===== src/rtl/mips_lite_pkg.sv =====
// Shared definitions for the MIPS-lite pipeline sequencer.
//  - opcode constants
//  - sb_slot_t   : one in-flight scoreboard entry {vld, dst, is_ld}
//  - hc_state_t  : sequencer FSM states
//  - dec_t       : register usage of one instruction
//  - decode_regs : instruction word -> dec_t
package mips_lite_pkg;

    localparam logic [5:0] OP_ADD  = 6'd0;
    localparam logic [5:0] OP_ADDI = 6'd1;
    localparam logic [5:0] OP_SUB  = 6'd2;
    localparam logic [5:0] OP_MUL  = 6'd4;
    localparam logic [5:0] OP_XORI = 6'd11;
    localparam logic [5:0] OP_LDW  = 6'd12;
    localparam logic [5:0] OP_STW  = 6'd13;
    localparam logic [5:0] OP_BZ   = 6'd14;
    localparam logic [5:0] OP_BEQ  = 6'd15;
    localparam logic [5:0] OP_JR   = 6'd16;
    localparam logic [5:0] OP_HALT = 6'd17;

    typedef struct packed {
        logic       vld;
        logic [4:0] dst;
        logic       is_ld;
    } sb_slot_t;

    typedef enum logic [1:0] {
        ST_RUN     = 2'd0,
        ST_BR_WAIT = 2'd1,
        ST_DRAIN   = 2'd2,
        ST_HALTED  = 2'd3
    } hc_state_t;

    typedef struct packed {
        logic       has_dst;
        logic [4:0] dst;
        logic       use_rs;
        logic       use_rt;
        logic       is_ld;
        logic       is_ctl;
        logic       is_halt;
    } dec_t;

    function automatic dec_t decode_regs(input logic [31:0] inst);
        dec_t       d;
        logic [5:0] opc;
        opc = inst[31:26];
        d   = '0;
        if (opc <= OP_XORI) begin
            // ALU ops: even opcodes are R-type, odd opcodes are immediates
            d.has_dst = 1'b1;
            d.use_rs  = 1'b1;
            if (!opc[0]) begin
                d.dst    = inst[15:11];
                d.use_rt = 1'b1;
            end else begin
                d.dst    = inst[20:16];
            end
        end else begin
            case (opc)
                OP_LDW: begin
                    d.has_dst = 1'b1;
                    d.dst     = inst[20:16];
                    d.use_rs  = 1'b1;
                    d.is_ld   = 1'b1;
                end
                OP_STW: begin
                    d.use_rs = 1'b1;
                    d.use_rt = 1'b1;
                end
                OP_BZ, OP_JR: begin
                    d.use_rs = 1'b1;
                    d.is_ctl = 1'b1;
                end
                OP_BEQ: begin
                    d.use_rs = 1'b1;
                    d.use_rt = 1'b1;
                    d.is_ctl = 1'b1;
                end
                OP_HALT: d.is_halt = 1'b1;
                default: ;
            endcase
        end
        // R0 is hard-wired zero, so writing it creates no dependency
        if (d.dst == 5'd0)
            d.has_dst = 1'b0;
        return d;
    endfunction

endpackage


===== src/rtl/hz_scoreboard.sv =====
// In-flight destination tracker: EX and MEM slots shifting every cycle, plus
// the RAW match against the sources of the instruction in ID.
// Ports:
//  clk, rst        clock, async active-high reset
//  i_issue         ID instruction enters EX this cycle (otherwise a bubble)
//  i_has_dst/i_dst/i_is_ld   destination info of the ID instruction
//  i_id_valid, i_use_rs, i_use_rt, i_rs, i_rt   sources of the ID instruction
//  o_raw_hazard    ID instruction must wait
//  o_sb_empty      no valid slot in flight
module hz_scoreboard #(
    parameter int unsigned FWD_EN = 1
) (
    input  logic       clk,
    input  logic       rst,
    input  logic       i_issue,
    input  logic       i_has_dst,
    input  logic [4:0] i_dst,
    input  logic       i_is_ld,
    input  logic       i_id_valid,
    input  logic       i_use_rs,
    input  logic       i_use_rt,
    input  logic [4:0] i_rs,
    input  logic [4:0] i_rt,
    output logic       o_raw_hazard,
    output logic       o_sb_empty
);
    import mips_lite_pkg::*;

    sb_slot_t r_ex, r_mem;
    sb_slot_t w_ex_next;
    logic     w_ex_hit, w_mem_hit;

    always_comb begin
        w_ex_next       = '0;
        w_ex_next.vld   = i_issue && i_has_dst;
        w_ex_next.dst   = i_dst;
        w_ex_next.is_ld = i_is_ld;
    end

    always_ff @(posedge clk or posedge rst) begin
        if (rst) begin
            r_ex  <= '0;
            r_mem <= '0;
        end else begin
            r_mem <= r_ex;
            r_ex  <= w_ex_next;
        end
    end

    assign w_ex_hit  = r_ex.vld  && ((i_use_rs && i_rs == r_ex.dst)  || (i_use_rt && i_rt == r_ex.dst));
    assign w_mem_hit = r_mem.vld && ((i_use_rs && i_rs == r_mem.dst) || (i_use_rt && i_rt == r_mem.dst));

    // With forwarding only a load result is still unavailable one stage later;
    // register file write-before-read hides WB, so no third slot is needed.
    assign o_raw_hazard = i_id_valid &&
                          ((FWD_EN != 0) ? (w_ex_hit && r_ex.is_ld) : (w_ex_hit || w_mem_hit));
    assign o_sb_empty   = !r_ex.vld && !r_mem.vld;

endmodule


===== src/rtl/hazard_ctrl.sv =====
// Pipeline sequencer for the 5-stage MIPS-lite core: fetch hold, ID/EX
// bubbles, wrong-path flush after a taken branch, drain-to-halt.
// Ports:
//  clk, rst               clock, async active-high reset
//  id_valid, id_inst      instruction currently in ID
//  br_resolve, br_taken   EX-stage branch outcome pulse
//  stall_if, bubble_ex, flush_id, halted   combinational sequencing outputs
//  stall_cnt, flush_cnt   saturating performance counters
module hazard_ctrl #(
    parameter int unsigned FWD_EN = 1,
    parameter int unsigned CNT_W  = 32
) (
    input  logic             clk,
    input  logic             rst,
    input  logic             id_valid,
    input  logic [31:0]      id_inst,
    input  logic             br_resolve,
    input  logic             br_taken,
    output logic             stall_if,
    output logic             bubble_ex,
    output logic             flush_id,
    output logic             halted,
    output logic [CNT_W-1:0] stall_cnt,
    output logic [CNT_W-1:0] flush_cnt
);
    import mips_lite_pkg::*;

    localparam logic [CNT_W-1:0] CNT_ONE = {{(CNT_W-1){1'b0}}, 1'b1};

    dec_t             w_dec;
    hc_state_t        r_state;
    logic             r_drain_wb;
    logic             w_hazard, w_sb_empty, w_issue, w_halt_go;
    logic [CNT_W-1:0] r_stall_cnt, r_flush_cnt;

    assign w_dec = decode_regs(id_inst);

    hz_scoreboard #(.FWD_EN(FWD_EN)) u_sb (
        .clk          (clk),
        .rst          (rst),
        .i_issue      (w_issue),
        .i_has_dst    (w_dec.has_dst),
        .i_dst        (w_dec.dst),
        .i_is_ld      (w_dec.is_ld),
        .i_id_valid   (id_valid),
        .i_use_rs     (w_dec.use_rs),
        .i_use_rt     (w_dec.use_rt),
        .i_rs         (id_inst[25:21]),
        .i_rt         (id_inst[20:16]),
        .o_raw_hazard (w_hazard),
        .o_sb_empty   (w_sb_empty)
    );

    // HALT never issues; it holds in ID while the pipe drains
    assign w_halt_go = (r_state == ST_RUN) && !w_hazard && id_valid && w_dec.is_halt;

    always_comb begin
        stall_if  = 1'b0;
        bubble_ex = 1'b0;
        flush_id  = 1'b0;
        halted    = 1'b0;
        w_issue   = 1'b0;
        case (r_state)
            ST_RUN: begin
                if (w_hazard || w_halt_go) begin
                    stall_if  = 1'b1;
                    bubble_ex = 1'b1;
                end else begin
                    w_issue = id_valid;
                end
            end
            ST_BR_WAIT: begin
                // fetch is released in the resolve cycle so it can follow the redirect
                bubble_ex = 1'b1;
                stall_if  = !br_resolve;
                flush_id  = br_resolve && br_taken;
            end
            ST_DRAIN: begin
                stall_if  = 1'b1;
                bubble_ex = 1'b1;
            end
            ST_HALTED: begin
                stall_if  = 1'b1;
                bubble_ex = 1'b1;
                halted    = 1'b1;
            end
            default: ;
        endcase
    end

    always_ff @(posedge clk or posedge rst) begin
        if (rst) begin
            r_state    <= ST_RUN;
            r_drain_wb <= 1'b0;
        end else begin
            case (r_state)
                ST_RUN: begin
                    r_drain_wb <= 1'b0;
                    if (w_issue && w_dec.is_ctl)
                        r_state <= ST_BR_WAIT;
                    else if (w_halt_go)
                        r_state <= ST_DRAIN;
                end
                ST_BR_WAIT: begin
                    if (br_resolve)
                        r_state <= ST_RUN;
                end
                ST_DRAIN: begin
                    // one extra cycle after EX/MEM empty lets the last WB land
                    if (w_sb_empty) begin
                        if (r_drain_wb)
                            r_state <= ST_HALTED;
                        else
                            r_drain_wb <= 1'b1;
                    end
                end
                ST_HALTED: ;
                default: r_state <= ST_RUN;
            endcase
        end
    end

    always_ff @(posedge clk or posedge rst) begin
        if (rst) begin
            r_stall_cnt <= '0;
            r_flush_cnt <= '0;
        end else begin
            if (r_state == ST_RUN && w_hazard && r_stall_cnt != '1)
                r_stall_cnt <= r_stall_cnt + CNT_ONE;
            if (r_state == ST_BR_WAIT && br_resolve && br_taken && r_flush_cnt != '1)
                r_flush_cnt <= r_flush_cnt + CNT_ONE;
        end
    end

    assign stall_cnt = r_stall_cnt;
    assign flush_cnt = r_flush_cnt;

endmodule

===== config.mk =====
export PLATFORM = sky130hd
export DESIGN_NAME = hazard_ctrl
export DESIGN_NICKNAME = d
export VERILOG_FILES = /design/src/rtl/mips_lite_pkg.sv /design/src/rtl/hz_scoreboard.sv /design/src/rtl/hazard_ctrl.sv
export SDC_FILE = /design/constraint.sdc
export NUM_CORES = 1
export LEC_CHECK = 0
export ABC_AREA = 1
export BUFFER_PORTS_ARGS = -buffer_cell sky130_fd_sc_hd__buf_2
export CORE_MARGIN = 3
export CORE_UTILIZATION = 45
export DETAILED_ROUTE_END_ITERATION = 10
export PLACE_DENSITY = 0.7
export SLEW_MARGIN = 20
export SYNTH_ARGS = -nofsm -noshare
export SYNTH_HDL_FRONTEND = slang
export SYNTH_SLANG_ARGS = --single-unit

===== constraint.sdc =====
create_clock -name clk -period 2.27 [get_ports clk]
set_input_delay 0.1135 -clock clk [delete_from_list [all_inputs] [get_ports clk]]
set_output_delay 0.1135 -clock clk [all_outputs]
set_load 0.1 [all_outputs]

# After elaboration in Yosys (flattened, before gate mapping)
# Index checks and enable logic that the tools add are counted.
[word_totals]
register_bits = 75
latch_bits = 0
mem_bits_rw = 0
romBits = 0
out_inout_bits = 68
memories = 0
[op_classes]
n_addsub = 2
mul = 0
n_div = 0
order_cmp = 1
eq_ne = 17
shift = 0
mux = 26
bitwise_logic = 0
n_reduce_logical = 34
[ops]
columns = ["cell", "n"]
rows = [
  ["adder 32 x 1 -> 32 bit (second input constant)", 2],
  ["!= test 32 bit (second input constant)", 2],
  ["== test 6 x 4 -> 1 bit (second input constant)", 4],
  ["logical AND 1 bit", 17],
  ["2-to-1 mux 1 bit", 13],
  ["== test 6 x 5 -> 1 bit (second input constant)", 2],
  ["== test 5 bit", 2],
  ["2-to-1 mux 2 bit", 5],
  ["2-to-1 mux 8 bit", 1],
  ["less-or-equal comparator 6 x 4 -> 1 bit (second input constant)", 1],
  ["2-to-1 mux 6 bit", 1],
  ["one-hot mux 2 bit (3 select lines)", 1],
  ["OR reduction 3 bit", 2],
  ["logical NOT 5 bit", 1],
  ["2-to-1 mux 5 bit", 1],
  ["AND reduction 5 bit", 1],
  ["OR reduction 5 bit", 1],
  ["== test 2 bit (second input constant)", 2],
  ["logical NOT 1 bit", 4],
  ["!= test 2 bit (second input constant)", 2],
  ["one-hot mux 1 bit (2 select lines)", 2],
  ["OR reduction 2 bit", 2],
  ["2-to-1 mux 3 bit", 1],
  ["!= test 3 bit (second input constant)", 1],
  ["other kinds (8)", 9],
]

# Depth between registers and ports, before layout
# Gate-level depths: netlist of the first run.
[depth]
ltp_word = 19
mapped_depth = 14
depth_no_buf = 14

# By module
# From an unflattened synthesis of the first run, not the netlist that was laid out.
[hier_totals]
hier_cells = 820
area_unflattened_um2 = 5186.2
[by_module_without_submodules]
columns = ["mod", "instances", "cells_each", "area_per_inst_um2", "seq_area_each_um2"]
rows = [
  ["hazard_ctrl", 1, 755, 4760.8, 1676.6],
  ["hz_scoreboard", 1, 65, 425.4, 200.2],
]

# Worst setup path before layout of the first run
# Ideal clock, no wire load.
[synth_path]
path_kind = "register to register"
start = "reg r_state[1]"
end = "reg r_flush_cnt[31], in the netlist flush_cnt[31]"
arrival_ns = 2.903
setup_slack_ns = -0.756
stages_incl_launch_ff = 12
n_path_buf = 0
synth_period_minus_slack_ns = 3.026
cell_sequence = "dfrtp_1 -> inv_1 -> ha_1 -> nand2_1 -> nor2_1 -> nand2_4 -> nor2_4 -> nand3_2 -> nor2_4 -> nand2_1 -> nand2_1 -> nand2_1"
[synth_between]
elab_chain_cells = 4
[synth_rtl]
columns = ["item", "line_no", "rtl"]
rows = [
  ["start, declared", "hazard_ctrl.sv:31", "hc_state_t r_state;"],
  ["start signal, assigned", "hazard_ctrl.sv:93", "r_state <= ST_RUN;"],
  ["start signal, assigned", "hazard_ctrl.sv:100", "r_state <= ST_BR_WAIT;"],
  ["start signal, assigned", "hazard_ctrl.sv:102", "r_state <= ST_DRAIN;"],
  ["== test 2 x 1 -> 1 bit", "hazard_ctrl.sv:130", "if (r_state == ST_BR_WAIT && br_resolve && br_taken && r_flush_cnt != '1)"],
  ["logical AND 1 bit (3 in series)", "hazard_ctrl.sv:130", ""],
  ["end signal, assigned", "hazard_ctrl.sv:131", "r_flush_cnt <= r_flush_cnt + CNT_ONE;"],
  ["end, declared", "hazard_ctrl.sv:34", "logic [CNT_W-1:0] r_stall_cnt, r_flush_cnt;"],
]
# No other way between the ends.
# A chain may end at the register's enable or synchronous reset.

# Worst setup path after layout of the first run
[layout_path]
start = "reg u_sb.r_ex[2] in the netlist's numbering"
end = "out stall_if"
[layout_between]
elab_chain_cells = 13
elab_cells_between_ends = 15
classes_between = "2 x eq/ne; 2 x mux; 11 x reduce/logical"
[layout_rtl]
columns = ["item", "line_no", "rtl"]
rows = [
  ["start, declared", "hz_scoreboard.sv:29", "sb_slot_t r_ex, r_mem;"],
  ["start signal, assigned", "hz_scoreboard.sv:46", "r_ex <= w_ex_next;"],
  ["== test 5 bit", "hz_scoreboard.sv:50", "assign w_ex_hit = r_ex.vld && ((i_use_rs && i_rs == r_ex.dst) || (i_use_rt && i_rt == r_ex.dst));"],
  ["logical AND 1 bit", "hz_scoreboard.sv:50", ""],
  ["logical OR 1 bit (*)", "hz_scoreboard.sv:50", ""],
  ["logical AND 1 bit (*)", "hz_scoreboard.sv:50", ""],
  ["logical AND 1 bit (*)", "hz_scoreboard.sv:56", "((FWD_EN != 0) ? (w_ex_hit && r_ex.is_ld) : (w_ex_hit || w_mem_hit));"],
  ["logical AND 1 bit (*)", "hz_scoreboard.sv:55", "assign o_raw_hazard = i_id_valid &&"],
  ["logical NOT 1 bit", "hazard_ctrl.sv:55", "assign w_halt_go = (r_state == ST_RUN) && !w_hazard && id_valid && w_dec.is_halt;"],
  ["logical AND 1 bit (3 in series)", "hazard_ctrl.sv:55", ""],
  ["logical OR 1 bit (*)", "hazard_ctrl.sv:65", "if (w_hazard || w_halt_go) begin"],
  ["2-to-1 mux 1 bit (*)", "hazard_ctrl.sv:65", ""],
  ["one-hot mux 1 bit (3 select lines) (*)", "hazard_ctrl.sv:63", "case (r_state)"],
  ["end, declared", "hazard_ctrl.sv:19", "output logic stall_if,"],
]
# Every way passes the cells marked *; elsewhere a longest branch is shown, timed or not.

==> results of run 1 <==
worst max-delay path, stage by stage, from the launching register on:
cell,delay [ps]
dfrtp_1,400
inv_1,70
nand2_1,60
nand2_1,50
nor2_1,120
nand3_1,80
o21ai_1,120
nand2_1,140
o21ai_0,100
o21ai_0,100
inv_1,90
buf_6,220
cell families after synthesis:
family,count (synthesis),share of synthesized area (%)
muxes,3,0.6436
adders and majority gates,7,1.877
DFF,75,40.23
xor gates and xnor gates,60,11.26
AOI/OAI and AO/OA,19,2.494
and+or+nand+nor,351,36.12
buffers and inverters,88,7.375
per-stage QoR:
step / cells / util (%) / area, µm²
detailed placement: 827 / 53.99 / 5350
global route: 844 / 56.48 / 5597
global placement: 827 / 53.99 / 5350
floorplan: 603 / - / 4717
CTS: 844 / 56.39 / 5588
finish: 844 / 56.48 / 5597
cell type report:
cell class | count | share of cell area [%]
multi-input cells | 440 | 44.09
flip-flops and latches | 75 | 34.05
repair buffers | 96 | 9.144
inverters | 84 | 5.679
well taps | 133 | 2.973
clock buffers | 12 | 2.772
clock inverters | 4 | 1.297
worst max path at each step:
stage | startpoint | end | slack (ps) | cells past startpoint
final | u_sb.r_ex[2] | stall_if | 240 | 11
after global routing | u_sb.r_ex[1] | stall_if | 10 | 11
after global placement | flush_cnt[1] | flush_cnt[26] | 340 | 11
after detailed placement | flush_cnt[1] | flush_cnt[26] | 290 | 11
after floorplan | r_state[1] | bubble_ex | -9 | 4
after CTS | u_sb.r_ex[2] | stall_if | 10 | 9
where the power goes:
part / switching (W) / total (W) / internal (W)
Clock: 0.000502 / 0.00118 / 0.000678
Sequential: 0.0000564 / 0.00146 / 0.00140
Combinational: 0.000798 / 0.00107 / 0.000268
routing by layer:
layer  wire [µm]  up-vias  track usage [%]
met3         752       12            5.579
met4         140        0            6.312
met1        4984     1978            26.56
met5           0        -                0
li1            -     2128                -
met2        5185      113            31.48
placed cells by master (no fill, tap or decap), types with 3 or more instances in the layout:
cell,synthesis,final
nand3b_1,3,3
nor2_4,11,12
clkbuf_8,0,11
mux2i_1,3,3
inv_2,4,7
buf_2,0,91
ha_1,7,6
nor3_1,21,21
xor2_1,38,38
dfrtp_1,75,52
nor4_1,3,3
inv_1,78,75
nor3_2,4,4
dfrtp_2,0,23
a21oi_1,3,3
nand4_1,30,30
xnor2_1,22,22
nand2_2,5,6
nand2_1,164,163
nand3_1,36,36
o21ai_0,4,4
nor2_1,63,62
flip-flops by register name, indices dropped and copies added, names as in the netlist:
| register | flops |
|---|---|
| flush_cnt | 32 |
| r_drain_wb | 1 |
| r_state | 2 |
| stall_cnt | 32 |
| u_sb.r_ex | 7 |
| u_sb.r_mem | 1 |
repair_timing:
action / 4_1_cts / 5_1_grt
gates resized for setup: 0 / 4
hold endpoints to repair: 75 / 0
hold buffers: 1 / 0
setup endpoints to repair: 0 / 2
==> flow_summary.ini, run 1 <==
[timing]
fmax_mhz = 492.8
fin_ws_ps = 240.7
min_period_ps = 2029
finalSetupTns_ps = 0
hold_violations = 0
post-route-period-util_pct = 89.40
max-slew-margin-rel_pct = 65.58
tightest_slew_ps = 519.9
setup_viol = 0
rsz0062_at_grt = false
timing.hold.ws_ps = 39.38
skew_ps = 8.651
slew_viol_final = 0

[cells_and_area]
multi_input_area_mm2 = 0.002467
n_antenna_cell = 0
fin_nets = 750
seqCellArea_mm2 = 0.001906
n_fill_cell = 957
drive_gt1_share_pct = 24.61
area_growth_pct = 19.95

[global_routing]
grt-ovfl-total = 0
grt_max_degree = 76
grt_pass1_wl_um = 18510
grt.total_usage_pct = 19.95
grt_antenna_before_repair = 0
grt_pass1_vias = 3975

[pwr]
p_leak_nw = 2.921
power.total_w = 0.003705
power-per-cell-area_mw_per_mm2 = 661.9
irDropWorstVdd_uv = 613.5

[yosys]
yosys_warnings = 0
yosysSeqAreaShare_pct = 40.23
synth_ff_type = dfrtp_1
synth_area_mm2 = 0.004666
synthTopCellsByCount = 164 x nand2_1, 78 x inv_1, 75 x dfrtp_1
ys_ff_latch = 75
synthTopCellsByArea = dfrtp_1 40%, nand2_1 13%, xor2_1 7.1%, inv_1 6.3%, nor2_1 5.1%
synthCells = 603
synth_most_common_cell = nand2_1
synth_cell_types = 38
synth.top_cell.area_share_pct = 40.23
yosys.area.top_type = dfrtp_1
synth.avg_cell_area_um2 = 7.738
synth_nets = 647
synth_edf_count = 0
synthArstFlopShare_pct = 100.0

[setup_path]
r2r-end = flush_cnt[26]
timing.rr.start = flush_cnt[1]
path_class = flip-flop to primary output
reg2reg_slack_ps = 280
crit_fanout = 6
critPathArrivalTime_ps = 1920
crit_required_ps = 2160
r2r_cells = 11
cp-end-kind = primary output
worstSetupStartpointType = flip-flop

[clock_tree]
cts_setup_buffers = 0
cts_max_level = 3
cts_tree = done
clk_pin_slew_ps = 70
cts_buffers = 9
clock_latency_ps = 360
root_buffer = clkbuf_8
cts_buffer_depth = 2
clock-sinks = 75

[die]
die_height_um = 107.8
die_x_um = 107.8
initial_core_util_pct = 47.08
core_area_mm2 = 0.009910
dieArea_mm2 = 0.01163
num_io_pins = 105
rows = 36

[placement]
gp_congestion = 0.8963
pre_cts_slack_ps = 286.4
dp_hpwl_um = 8598
portBuffers = 93

[routing]
dr.pass1.iters = 4
dr_total_vias = 4231
routedWlPerCell_um = 13.11
avgViaCountPerCell = 5.013
drc = 0
drt_iter0_markers = 255
wl_um = 11060
antenna_left = 0

[min_path]
hp-class = input pin to flip-flop
hold_depth = 3
min-delay-start = id_inst[20]
hold_end = u_sb.r_ex[5]

[status]
status = finished clean

[flow_run]
maxCapViolCount = 0
No activity file was read; power rests on OpenSTA's default activity.
==> run 2: changes to the inputs <==
--- a/config.mk
+++ b/config.mk
@@ -5,12 +5,12 @@
 export SDC_FILE = /design/constraint.sdc
 export NUM_CORES = 1
 export LEC_CHECK = 0
-export ABC_AREA = 1
 export BUFFER_PORTS_ARGS = -buffer_cell sky130_fd_sc_hd__buf_2
 export CORE_MARGIN = 3
 export CORE_UTILIZATION = 45
+export CTS_CLUSTER_SIZE = 40
 export DETAILED_ROUTE_END_ITERATION = 10
-export PLACE_DENSITY = 0.7
+export PLACE_DENSITY = 0.72
 export SLEW_MARGIN = 20
 export SYNTH_ARGS = -nofsm -noshare
 export SYNTH_HDL_FRONTEND = slang
==> run 2 against run 1 <==
Against the previous run: count of clock-buffer cells in the layout stayed put; die area down 14%; worst hold slack worse by 14 ps; combinational power down 89%; critical path depth is 4 lower; sequential power decreased by 8%; synthesized area is 15% lower; utilization increased by 3.8 points; cell area shrank 9.7%; global-route usage shrank 0.94 points; largest cell class unchanged; largest power group unchanged.
==> flow_summary.ini, run 2 <==
[status]
status = finished clean

[yosys]
synthArstFlopShare_pct = 100.0
synth_cell_types = 46
synthTopCellsByArea = dfrtp_1 47%, xnor2_1 8.1%, xor2_1 7.5%, nand4_1 3.5%, nand3_1 3.0%
yosys.area.top_type = dfrtp_1
synth_edf_count = 0
synth.top_cell.area_share_pct = 47.20
synth.avg_cell_area_um2 = 10.52
synth_area_mm2 = 0.003976
synthCells = 378
yosys_warnings = 0
synth_nets = 422
synthTopCellsByCount = 75 x dfrtp_1, 37 x xnor2_1, 34 x xor2_1
ys_ff_latch = 75
yosysSeqAreaShare_pct = 47.20
synth_ff_type = dfrtp_1
synth_most_common_cell = dfrtp_1

[pwr]
power-per-cell-area_mw_per_mm2 = 537.0
irDropWorstVdd_uv = 427.4
power.total_w = 0.002714
p_leak_nw = 2.418

[timing]
rsz0062_at_grt = false
slew_viol_final = 0
skew_ps = 10.94
setup_viol = 0
max-slew-margin-rel_pct = 52.20
min_period_ps = 2083
tightest_slew_ps = 716.0
post-route-period-util_pct = 91.76
fmax_mhz = 480.1
hold_violations = 0

[die]
initial_core_util_pct = 47.44
die_x_um = 100
dieArea_mm2 = 0.01000
core_area_mm2 = 0.008382
num_io_pins = 105
die_height_um = 100
rows = 33

[global_routing]
grt_antenna_before_repair = 0
grt.total_usage_pct = 19.00
grt_pass1_vias = 3280
grt_max_degree = 44
grt-ovfl-total = 0
grt_pass1_wl_um = 15370

[min_path]
hold_end = u_sb.r_ex[0]
hold_depth = 2
hp-class = input pin to flip-flop
min-delay-start = id_inst[30]

[placement]
gp_congestion = 0.8433
dp_hpwl_um = 6681
portBuffers = 93

[cells_and_area]
n_fill_cell = 732
area_growth_pct = 27.12
fin_nets = 541
drive_gt1_share_pct = 41.24
utilization_pct = 60.31
final_common_cell = buf_2
final_cell_mix = 91 x buf_2, 49 x dfrtp_2, 37 x xnor2_1
n_antenna_cell = 0

[routing]
wl_um = 9032
drc = 0
routedWlPerCell_um = 14.88
avgViaCountPerCell = 5.369
dr_total_vias = 3259
drt_iter0_markers = 122
dr.pass1.iters = 4
antenna_left = 0

[setup_path]
path_class = flip-flop to primary output
r2r-end = stall_cnt[1]
worstSetupStartpointType = flip-flop
reg2reg_slack_ps = 190
crit_family = compound AO/OA/AOI/OAI gates
cp-end-kind = primary output
crit_fanout = 5
cp_slowest_stage_delay_ps = 410
timing.critical_path.buf_inv = 2
critPathArrivalTime_ps = 1970
crit_required_ps = 2160
timing.rr.start = stall_cnt[22]
slowest_stage = dfrtp_1
r2r_cells = 7
path_cells = xnor2_1 -> o211ai_1 -> o22ai_1 -> buf_4 -> nand2_1 -> a31oi_4 -> buf_12

[flow_run]
maxCapViolCount = 0

[clock_tree]
root_buffer = clkbuf_8
cts_max_level = 3
clock-sinks = 75
cts_buffers = 9
cts_buffer_depth = 2
clk_pin_slew_ps = 80
cts_tree = done
clock_latency_ps = 340
-- run 2: cell types whose count changed after synthesis, moves of 11 or more --
cell     before  now
nor2_1       63   27
inv_1        78   22
xnor2_1      22   37
nand2_1     164   31
nor2_4       11    0
nand3_1      36   24
-- run 2: through the flow --
stage               TNS [ps]  hold slack [ps]  worst slack, ps  cells  area (µm²)
detailed placement    -80.13            272.2           -35.92    588        4772
floorplan             -19.95            183.3           -19.95    378        4068
CTS                        0            4.249            70.62    606        5036
global placement           0            272.1            15.03    588        4772
global route               0            5.019            52.26    607        5055
finish                     0            25.59            187.2    607        5055
-- run 2: cells by family after synthesis --
| logic type | after synthesis | synth area share (%) |
|---|---|---|
| compound gates | 23 | 4.846 |
| mux | 4 | 1.101 |
| fa+ha+maj | 7 | 2.203 |
| xor+xnor | 71 | 15.64 |
| flops | 75 | 47.20 |
| simple gates | 171 | 25.36 |
| buf+inv | 27 | 3.650 |
-- run 2: worst max-delay path by stage --
stage | endpoint | cells past startpoint | from | slack, ps
floorplan | flush_cnt[1] | 5 | flush_cnt[6] | -20
global placement | stall_cnt[13] | 7 | id_inst[27] | 20
detailed placement | stall_cnt[21] | 7 | id_inst[27] | -40
CTS | stall_if | 6 | r_state[1] | 70
global route | stall_cnt[1] | 7 | stall_cnt[22] | 50
finish | stall_if | 7 | u_sb.r_ex[5] | 190
-- run 2: where the power goes --
| part | switching (W) | total [W] | internal (W) |
|---|---|---|---|
| logic | 0.0000645 | 0.000114 | 0.0000491 |
| registers | 0.00000343 | 0.00134 | 0.00134 |
| clock network | 0.000496 | 0.00126 | 0.000762 |
| total | 0.000564 | 0.00271 | 0.00215 |
-- run 2: repair_timing --
action,4_1_cts,5_1_grt
endpoints found under the hold margin,33,0
gates resized for setup,1,2
pin swaps,0,0
hold buffers,2,0
buffers inserted,0,1
setup endpoints to repair,1,8
-- run 2: cell type report --
type | instances | area [µm²] | share of cell area [%]
flip-flops and latches | 75 | 1938 | 38.34
well taps | 105 | 131.4 | 2.599
multi-input cells | 276 | 1993 | 39.43
inverters | 22 | 86.33 | 1.708
clock inverters | 4 | 97.59 | 1.931
repair buffers | 113 | 663.1 | 13.12
clock buffers | 12 | 145.1 | 2.871
-- run 2: per-layer routing --
metal  GRT usage, %  part of all wire [%]  routed length [µm]  up-vias
met1          24.48                    44                4017     1584
met5              0                     0                   0        -
met2          32.84                    50                4473       95
met4          4.145                  0.64                  58        0
li1               -                     -                   -     1573
met3          4.309                   5.3                 482        7
-- run 2: worst reg2reg max path, cell delays in order, from the launching register on --
cell and delay, ps:
dfrtp_2 420, nand4_1 140, nor4_1 290, buf_4 170
nand4_1 130, nand4_4 230, buf_4 250, mux2_2 350
